[src/rtl/uart_pkg.sv]
// Shared UART definitions: transmitter state encoding, frame constants and the
// baud divisor calculation used by both the transmitter and the receiver.
`timescale 1ns/1ps
package uart_pkg;

  typedef enum logic [1:0] {
    IDLE  = 2'd0,
    START = 2'd1,
    DATA  = 2'd2,
    STOP  = 2'd3
  } tx_state_t;

  localparam int DATA_BITS = 8;

  // System clocks per oversampled tick, rounded to nearest and never below 1.
  function automatic int baud_divisor(input int clk_freq,
                                      input int baud_rate,
                                      input int oversampling);
    int den;
    int div;
    den = baud_rate * oversampling;
    div = (clk_freq + den / 2) / den;
    return (div < 1) ? 1 : div;
  endfunction

endpackage

[src/rtl/baud_tick_gen.sv]
// Free-running oversampled baud tick generator: one-cycle tick every
// baud_divisor() system clocks.
`timescale 1ns/1ps
module baud_tick_gen
  import uart_pkg::*;
#(
  parameter int CLK_FREQ     = 100000000,
  parameter int BAUD_RATE    = 115200,
  parameter int OVERSAMPLING = 16
) (
  input  logic i_clk,
  input  logic i_aresetn,
  output logic o_tick
);

  localparam int DIV = baud_divisor(CLK_FREQ, BAUD_RATE, OVERSAMPLING);
  localparam int CW  = (DIV > 1) ? $clog2(DIV) : 1;
  localparam logic [CW-1:0] LAST = CW'(DIV - 1);

  logic [CW-1:0] cnt_q;
  logic [CW-1:0] cnt_d;

  assign o_tick = (cnt_q == LAST);

  always_comb begin
    cnt_d = o_tick ? '0 : cnt_q + CW'(1);
  end

  // NOTE: sequential state is updated with <= so every flop samples the
  // pre-edge value of its neighbours, independent of block ordering.
  always_ff @(posedge i_clk or negedge i_aresetn) begin
    if (!i_aresetn) begin
      cnt_q <= '0;
    end else begin
      cnt_q <= cnt_d;
    end
  end

endmodule

[src/rtl/uart_tx.sv]
// 8N1 UART transmitter: accepts a byte on valid/ready in IDLE and shifts it
// out LSB-first from a registered serial output, OVERSAMPLING ticks per bit.
`timescale 1ns/1ps
module uart_tx
  import uart_pkg::*;
#(
  parameter int CLK_FREQ     = 100000000,
  parameter int BAUD_RATE    = 115200,
  parameter int OVERSAMPLING = 16
) (
  input  logic                 i_clk,
  input  logic                 i_aresetn,
  input  logic [DATA_BITS-1:0] i_tx_data,
  input  logic                 i_tx_valid,
  output logic                 o_tx_ready,
  output logic                 o_tx_serial,
  output logic                 o_tx_done
);

  localparam int TW = $clog2(OVERSAMPLING);
  localparam logic [TW-1:0] TICK_LAST = TW'(OVERSAMPLING - 1);
  localparam logic [2:0]    BIT_LAST  = 3'(DATA_BITS - 1);

  tx_state_t            state_q, state_d;
  logic [TW-1:0]        tick_cnt_q, tick_cnt_d;
  logic [2:0]           bit_cnt_q, bit_cnt_d;
  logic [DATA_BITS-1:0] shift_q, shift_d;
  logic                 serial_q, serial_d;
  logic                 done_q, done_d;

  logic baud_tick;
  logic bit_end;

  baud_tick_gen #(
    .CLK_FREQ     (CLK_FREQ),
    .BAUD_RATE    (BAUD_RATE),
    .OVERSAMPLING (OVERSAMPLING)
  ) u_baud_tick_gen (
    .i_clk     (i_clk),
    .i_aresetn (i_aresetn),
    .o_tick    (baud_tick)
  );

  assign bit_end = baud_tick && (tick_cnt_q == TICK_LAST);

  always_comb begin
    // NOTE: every next-state signal gets a default first so no path through
    // the case statement leaves one unassigned and infers a latch.
    state_d    = state_q;
    tick_cnt_d = tick_cnt_q;
    bit_cnt_d  = bit_cnt_q;
    shift_d    = shift_q;
    done_d     = 1'b0;

    // The tick counter only runs inside a frame; it wraps to 0 on bit_end.
    if (state_q != IDLE && baud_tick) begin
      tick_cnt_d = tick_cnt_q + TW'(1);
    end

    case (state_q)
      IDLE: begin
        if (i_tx_valid) begin
          shift_d    = i_tx_data;
          tick_cnt_d = '0;
          bit_cnt_d  = '0;
          state_d    = START;
        end
      end
      START: begin
        if (bit_end) state_d = DATA;
      end
      DATA: begin
        if (bit_end) begin
          shift_d   = shift_q >> 1;
          bit_cnt_d = bit_cnt_q + 3'd1;
          if (bit_cnt_q == BIT_LAST) state_d = STOP;
        end
      end
      STOP: begin
        if (bit_end) begin
          state_d = IDLE;
          done_d  = 1'b1;
        end
      end
      default: state_d = IDLE;
    endcase

    // Line level is decoded from the next state so the flop changes on the
    // same edge as the state, including the accepting edge.
    case (state_d)
      START:   serial_d = 1'b0;
      DATA:    serial_d = shift_d[0];
      default: serial_d = 1'b1;
    endcase
  end

  always_ff @(posedge i_clk or negedge i_aresetn) begin
    if (!i_aresetn) begin
      state_q    <= IDLE;
      tick_cnt_q <= '0;
      bit_cnt_q  <= '0;
      shift_q    <= '0;
      serial_q   <= 1'b1;
      done_q     <= 1'b0;
    end else begin
      state_q    <= state_d;
      tick_cnt_q <= tick_cnt_d;
      bit_cnt_q  <= bit_cnt_d;
      shift_q    <= shift_d;
      serial_q   <= serial_d;
      done_q     <= done_d;
    end
  end

  assign o_tx_ready  = (state_q == IDLE);
  assign o_tx_serial = serial_q;
  assign o_tx_done   = done_q;

endmodule

[config.mk]
export PLATFORM = sky130hd
export DESIGN_NAME = uart_tx
export DESIGN_NICKNAME = d
export VERILOG_FILES = /design/src/rtl/uart_pkg.sv /design/src/rtl/baud_tick_gen.sv /design/src/rtl/uart_tx.sv
export SDC_FILE = /design/constraint.sdc
export NUM_CORES = 1
export LEC_CHECK = 0
export ABC_AREA = 1
export CORE_MARGIN = 2
export CORE_UTILIZATION = 40
export CTS_CLUSTER_SIZE = 25
export DETAILED_ROUTE_END_ITERATION = 16
export SKIP_CTS_REPAIR_TIMING = 1
export SLEW_MARGIN = 20
export SYNTH_ARGS = -nofsm -noshare
export SYNTH_HDL_FRONTEND = slang
export SYNTH_SLANG_ARGS = --single-unit
[constraint.sdc]
create_clock -name i_clk -period 3.6 [get_ports i_clk]
set_input_delay 1.08 -clock i_clk [delete_from_list [all_inputs] [get_ports i_clk]]
set_output_delay 1.08 -clock i_clk [all_outputs]
set_load 0.005 [all_outputs]
# After elaboration in Yosys (flattened, before gate mapping)
# Index checks and enable logic that the tools add are counted.
word_totals:
  latch_bits: 0
  wordCells: 46
  ram_bits: 0
  output_inout_bits: 3
  memories: 0
  mem_bits_ro: 0
  ff_bits: 25
  inputBits: 11
op_classes:
  magnitude_cmp: 0
  shift: 0
  multipliers: 0
  n_mux: 19
  add_sub_neg: 3
  eq_ne: 10
  reduce_logical: 6
  bitwise: 0
  div_mod_pow: 0
op_table:
  columns: ["cell", "n"]
  rows:
  - ["$mux 8", 2]
  - ["$pmux 8 s2", 1]
  - ["$mux 4", 3]
  - ["$mux 2", 5]
  - ["$pmux 2 s4", 1]
  - ["$add 6x1->6 const B", 1]
  - ["$eq 2x2->1 const B", 3]
  - ["$eq 6x6->1 const B", 1]
  - ["$mux 3", 2]
  - ["$mux 6", 1]
  - ["$pmux 3 s2", 1]
  - ["$add 4x1->4 const B", 1]
  - ["$eq 2x1->1 const B", 2]
  - ["$eq 4x4->1 const B", 1]
  - ["$ne 2x2->1 const B", 2]
  - ["$reduce_bool 2->1", 2]
  - ["$add 3x1->3 const B", 1]
  - ["$eq 3x3->1 const B", 1]
  - ["$reduce_and 3->1", 1]
  - ["$logic_and 1x1->1", 2]
  - ["$logic_not 2->1", 1]
  - ["$mux 1", 2]
  - ["$pmux 1 s2", 1]

# Depth between registers and ports, before layout
logic_depth:
  depth_word: 6
  mapped_depth: 11
  ltp_nobuf: 11

# Cells and area by module
# A second synthesis with hierarchy kept.
hier_totals:
  cells_unflattened: 149
  area_unflattened_um2: 1362.6
by_module_without_submodules:
  columns: ["mod", "n_inst", "area_each_um2", "cells_each", "seq_area_each_um2"]
  rows:
  - ["uart_tx", 1, 1039.7, 113, 476.7]
  - ["baud_tick_gen", 1, 322.8, 36, 150.1]

# Worst setup path before layout
# No wires, ideal clock.
synth_path:
  kind: "input-to-reg"
  from: "input port i_tx_valid"
  to: "register serial_q, in the netlist o_tx_serial"
  path_stages: 8
  setup_time_ns: 0.060
  required_time_ns: 3.540
  n_path_buf: 0
  t_arrival_ns: 1.634
  slack_ns: 1.906
  path_cell_list: "nand2_2 > inv_2 > nand2_1 > nand2_1 > inv_1 > nand2_1 > nand3_1 > nand2_1"
synth_via:
  word_cells_on_any_way: 7
  cone_classes: "eq/ne: 2; mux: 5"
synth_lines:
  columns: ["item", "line_no", "text"]
  rows:
  - ["start: declaration", "uart_tx.sv:14", "input logic i_tx_valid,"]
  - ["$mux 8", "uart_tx.sv:62", "if (i_tx_valid) begin"]
  - ["$pmux 8 s2", "uart_tx.sv:60", "case (state_q)"]
  - ["net shift_d[0]", "uart_tx.sv:27", "logic [DATA_BITS-1:0] shift_q, shift_d;"]
  - ["$pmux 1 s2", "uart_tx.sv:90", "case (state_d)"]
  - ["net serial_d", "uart_tx.sv:28", "logic serial_q, serial_d;"]
  - ["end signal: assignment", "uart_tx.sv:110", "serial_q <= serial_d;"]
  - ["end: declaration", "uart_tx.sv:28", null]
# The timed path passes the listed nets, and every way through them passes these cells. The select of a mux whose other input is x is not followed.
# A chain may end at the register's enable or synchronous reset.

# Worst setup path after layout
layout_path:
  from: "register state_q[1]"
  to: "output port o_tx_ready"
layout_via:
  elab_chain_cells: 1
layout_rtl:
  columns: ["item", "line_no", "text"]
  rows:
  - ["start: declaration", "uart_tx.sv:24", "tx_state_t state_q, state_d;"]
  - ["start signal: assignment", "uart_tx.sv:106", "state_q <= state_d;"]
  - ["$logic_not 2->1", "uart_tx.sv:115", "assign o_tx_ready = (state_q == IDLE);"]
  - ["end: declaration", "uart_tx.sv:15", "output logic o_tx_ready,"]
# Every way passes these cells.

==> impl_metrics.yaml <==
layout:
  n_antenna_cell: 0
  drive_gt1_share_pct: 15.43
  multi_input_area_sq_um: 556.8
  area.growth.synth_to_final_pct: 17.31
  nets: 179
  seqCellArea_sq_um: 626.9
  n_fill_cell: 298
detailed_routing:
  num_vias: 937
  ant_nets: 0
  viasPerCell: 4.549
  initialDrtViolationCount: 28
  drc_errors: 0
  avgRoutedWirePerCell_um: 10.40
  drtPass1Iterations: 4
  routed_wl_um: 2143
clocking:
  cts_made_buffers: 3
  clkSinkCount: 25
  h-tree-depth: 1
  cts-root-buf: "clkbuf_4"
  cts_tree: "done"
  clkSlewWorstSetupHoldPaths_ns: 0.13
  clk_path_buf_depth: 2
  clock_latency_ns: 0.31
floorplanning:
  io_pins: 14
  start_util_pct: 41.78
  dieWidth_um: 60.24
  die_h_um: 60.24
  core.rowCount: 20
  core_area_sq_um: 3028
  die-area_sq_um: 3628
sta:
  final.period_utilization_pct: 69.65
  drv_slew: 0
  relSlewSlack_pct: 78.63
  setup_tns_ns: 0
  setup_viol: 0
  rsz0062_at_grt: "false"
  skew_ns: 0.001097
  timing.fmax_mhz: 398.8
  worstMarginPinSlew_ns: 0.3205
  min_period_ns: 2.507
  finalHoldViolCount: 0
  layout_setup_ws_ns: 1.093
critical_path:
  critPathMaxFanout: 4
  endpoint_kind: "output pin"
  path_class: "register to output pin"
  critPathLaunchType: "register"
  cp.arrival_ns: 1.43
  required_ns: 2.52
grt:
  grt_pass1_wl_um: 4112
  grt_usage_pct: 15.05
  antenna_found_initial: 0
  grt_max_degree: 26
  grt_pass1_vias: 1011
  overflow: 0
power_and_ir_drop:
  p_leak_nw: 0.7283
  powerDensity_nw_per_um2: 282.7
  ir_drop_v: 0.0001433
synth:
  ys.flop_type: "dfrtp_1"
  synth.area.top_cells: "dfrtp_1 (47%), nand2_1 (12%), ha_1 (4.9%)"
  synth-edff-count: 0
  yosysWarnings: 0
  syn-num-nets: 160
  netlist_instances: 144
  netlist_area_sq_um: 1265
  ys_types: 25
  synth.largest_area_cell: "dfrtp_1"
  async_reset_ff_share_pct: 100.0
  synth.most_common_cell: "nand2_1"
  synth-seq-area-share_pct: 49.55
  yosysTopAreaCellShare_pct: 47.48
  ys_seq_elements: 25
  avgSynthCellArea_sq_um: 8.784
  synth_common_cells: "nand2_1 (42), dfrtp_1 (24), inv_1 (16)"
outcome:
  status: "complete, no violations"
placed_design:
  dp_hpwl_um: 1635
  numPortBuffers: 13
  pre_cts_ws_ns: 1.283
  gp_congestion: 0.8023
min_path:
  hold_class: "register to register"
job:
  max_cap_violations: 0
## final timing paths
| check | slack (ns) | startpoint | cells past startpoint | end |
|---|---|---|---|---|
| min in group asynchronous | 1.11 | i_aresetn | 2 | tick_cnt_q[0]$_DFF_PN0_ |
| setup / recovery | 1.09 | state_q[1]$_DFF_PN0_ | 2 | o_tx_ready |
| hold reg to reg | 0.49 | bit_cnt_q[0]$_DFFE_PN0P_ | 1 | bit_cnt_q[0]$_DFFE_PN0P_ |
| setup reg to reg | 2.03 | u_baud_tick_gen.cnt_q[1]$_DFF_PN0_ | 8 | bit_cnt_q[1]$_DFFE_PN0P_ |
| hold / removal | 0.49 | bit_cnt_q[0]$_DFFE_PN0P_ | 1 | bit_cnt_q[0]$_DFFE_PN0P_ |
| max in group asynchronous | 2.19 | i_aresetn | 2 | o_tx_serial$_DFF_PN1_ |
## state kept, by name, summed over array words and instances (netlist names)
register	cells
shift_q	8
u_baud_tick_gen.cnt_q	6
tick_cnt_q	4
bit_cnt_q	3
state_q	2
o_tx_done	1
o_tx_serial	1
## worst max-delay path: stages (launching register included)
cell and delay (ns):
dfrtp_1 0.45, nor2_4 0.15, clkdlybuf4s50_1 0.52
## area by class of cell
type,count,share of cell area (%)
Multi-Input combinational cell,98,37.52
Inverter,21,5.481
Clock buffer,4,1.771
Tap cell,44,3.710
Sequential cell,25,42.24
Timing Repair Buffer,14,9.275
## cell usage in the layout, fill, tap and decap left out, drive strengths merged
master	instances
a21oi	3
a22o	2
buf	1
clkbuf	4
clkdlybuf4s50	13
dfrtp	24
dfstp	1
ha	5
inv	21
nand2	48
nand3	15
nand4	2
nor2	14
nor3	2
o211ai	1
o21ai	5
xor2	1
## through the flow
| stage | utilization, % | cells | total power (W) | instance area (sq um) | hold slack [ns] |
|---|---|---|---|---|---|
| CTS | 49.01 | 206 | 0.0004269 | 1484 | 0.4965 |
| global placement | 48.14 | 202 | 0.0003036 | 1458 | 0.4707 |
| detailed placement | 48.14 | 202 | 0.0003039 | 1458 | 0.4696 |
| finish | 49.01 | 206 | 0.0004196 | 1484 | 0.4930 |
| floorplan | - | 144 | 0.0002862 | 1265 | 0.4520 |
| global route | 49.01 | 206 | 0.0004443 | 1484 | 0.5152 |
## report_power, final
part / internal [W] / switching (W)
registers: 0.000281 / 0
clock network: 0.0000433 / 0.0000786
logic: 0.0000101 / 0.00000673
total: 0.000334 / 0.0000854
## metal layers
metal  up-vias  track usage [%]  routed length, um
met4         0            3.810                 16
met5         -                0                  0
li1        487                -                  -
met1       437            18.89                993
met3         2            2.597                 61
met2        11            26.55               1071
## cell families after synthesis
| group | Yosys count | synth area share, % |
|---|---|---|
| AND/OR/NAND/NOR | 81 | 32.94 |
| flip-flops | 25 | 49.56 |
| buffers and inverters | 21 | 6.429 |
| AO/OA/AOI/OAI | 11 | 5.440 |
| adder cells (fa/ha/maj) | 5 | 4.946 |
| XOR/XNOR | 1 | 0.6925 |
(Power assumes the default switching activity.)
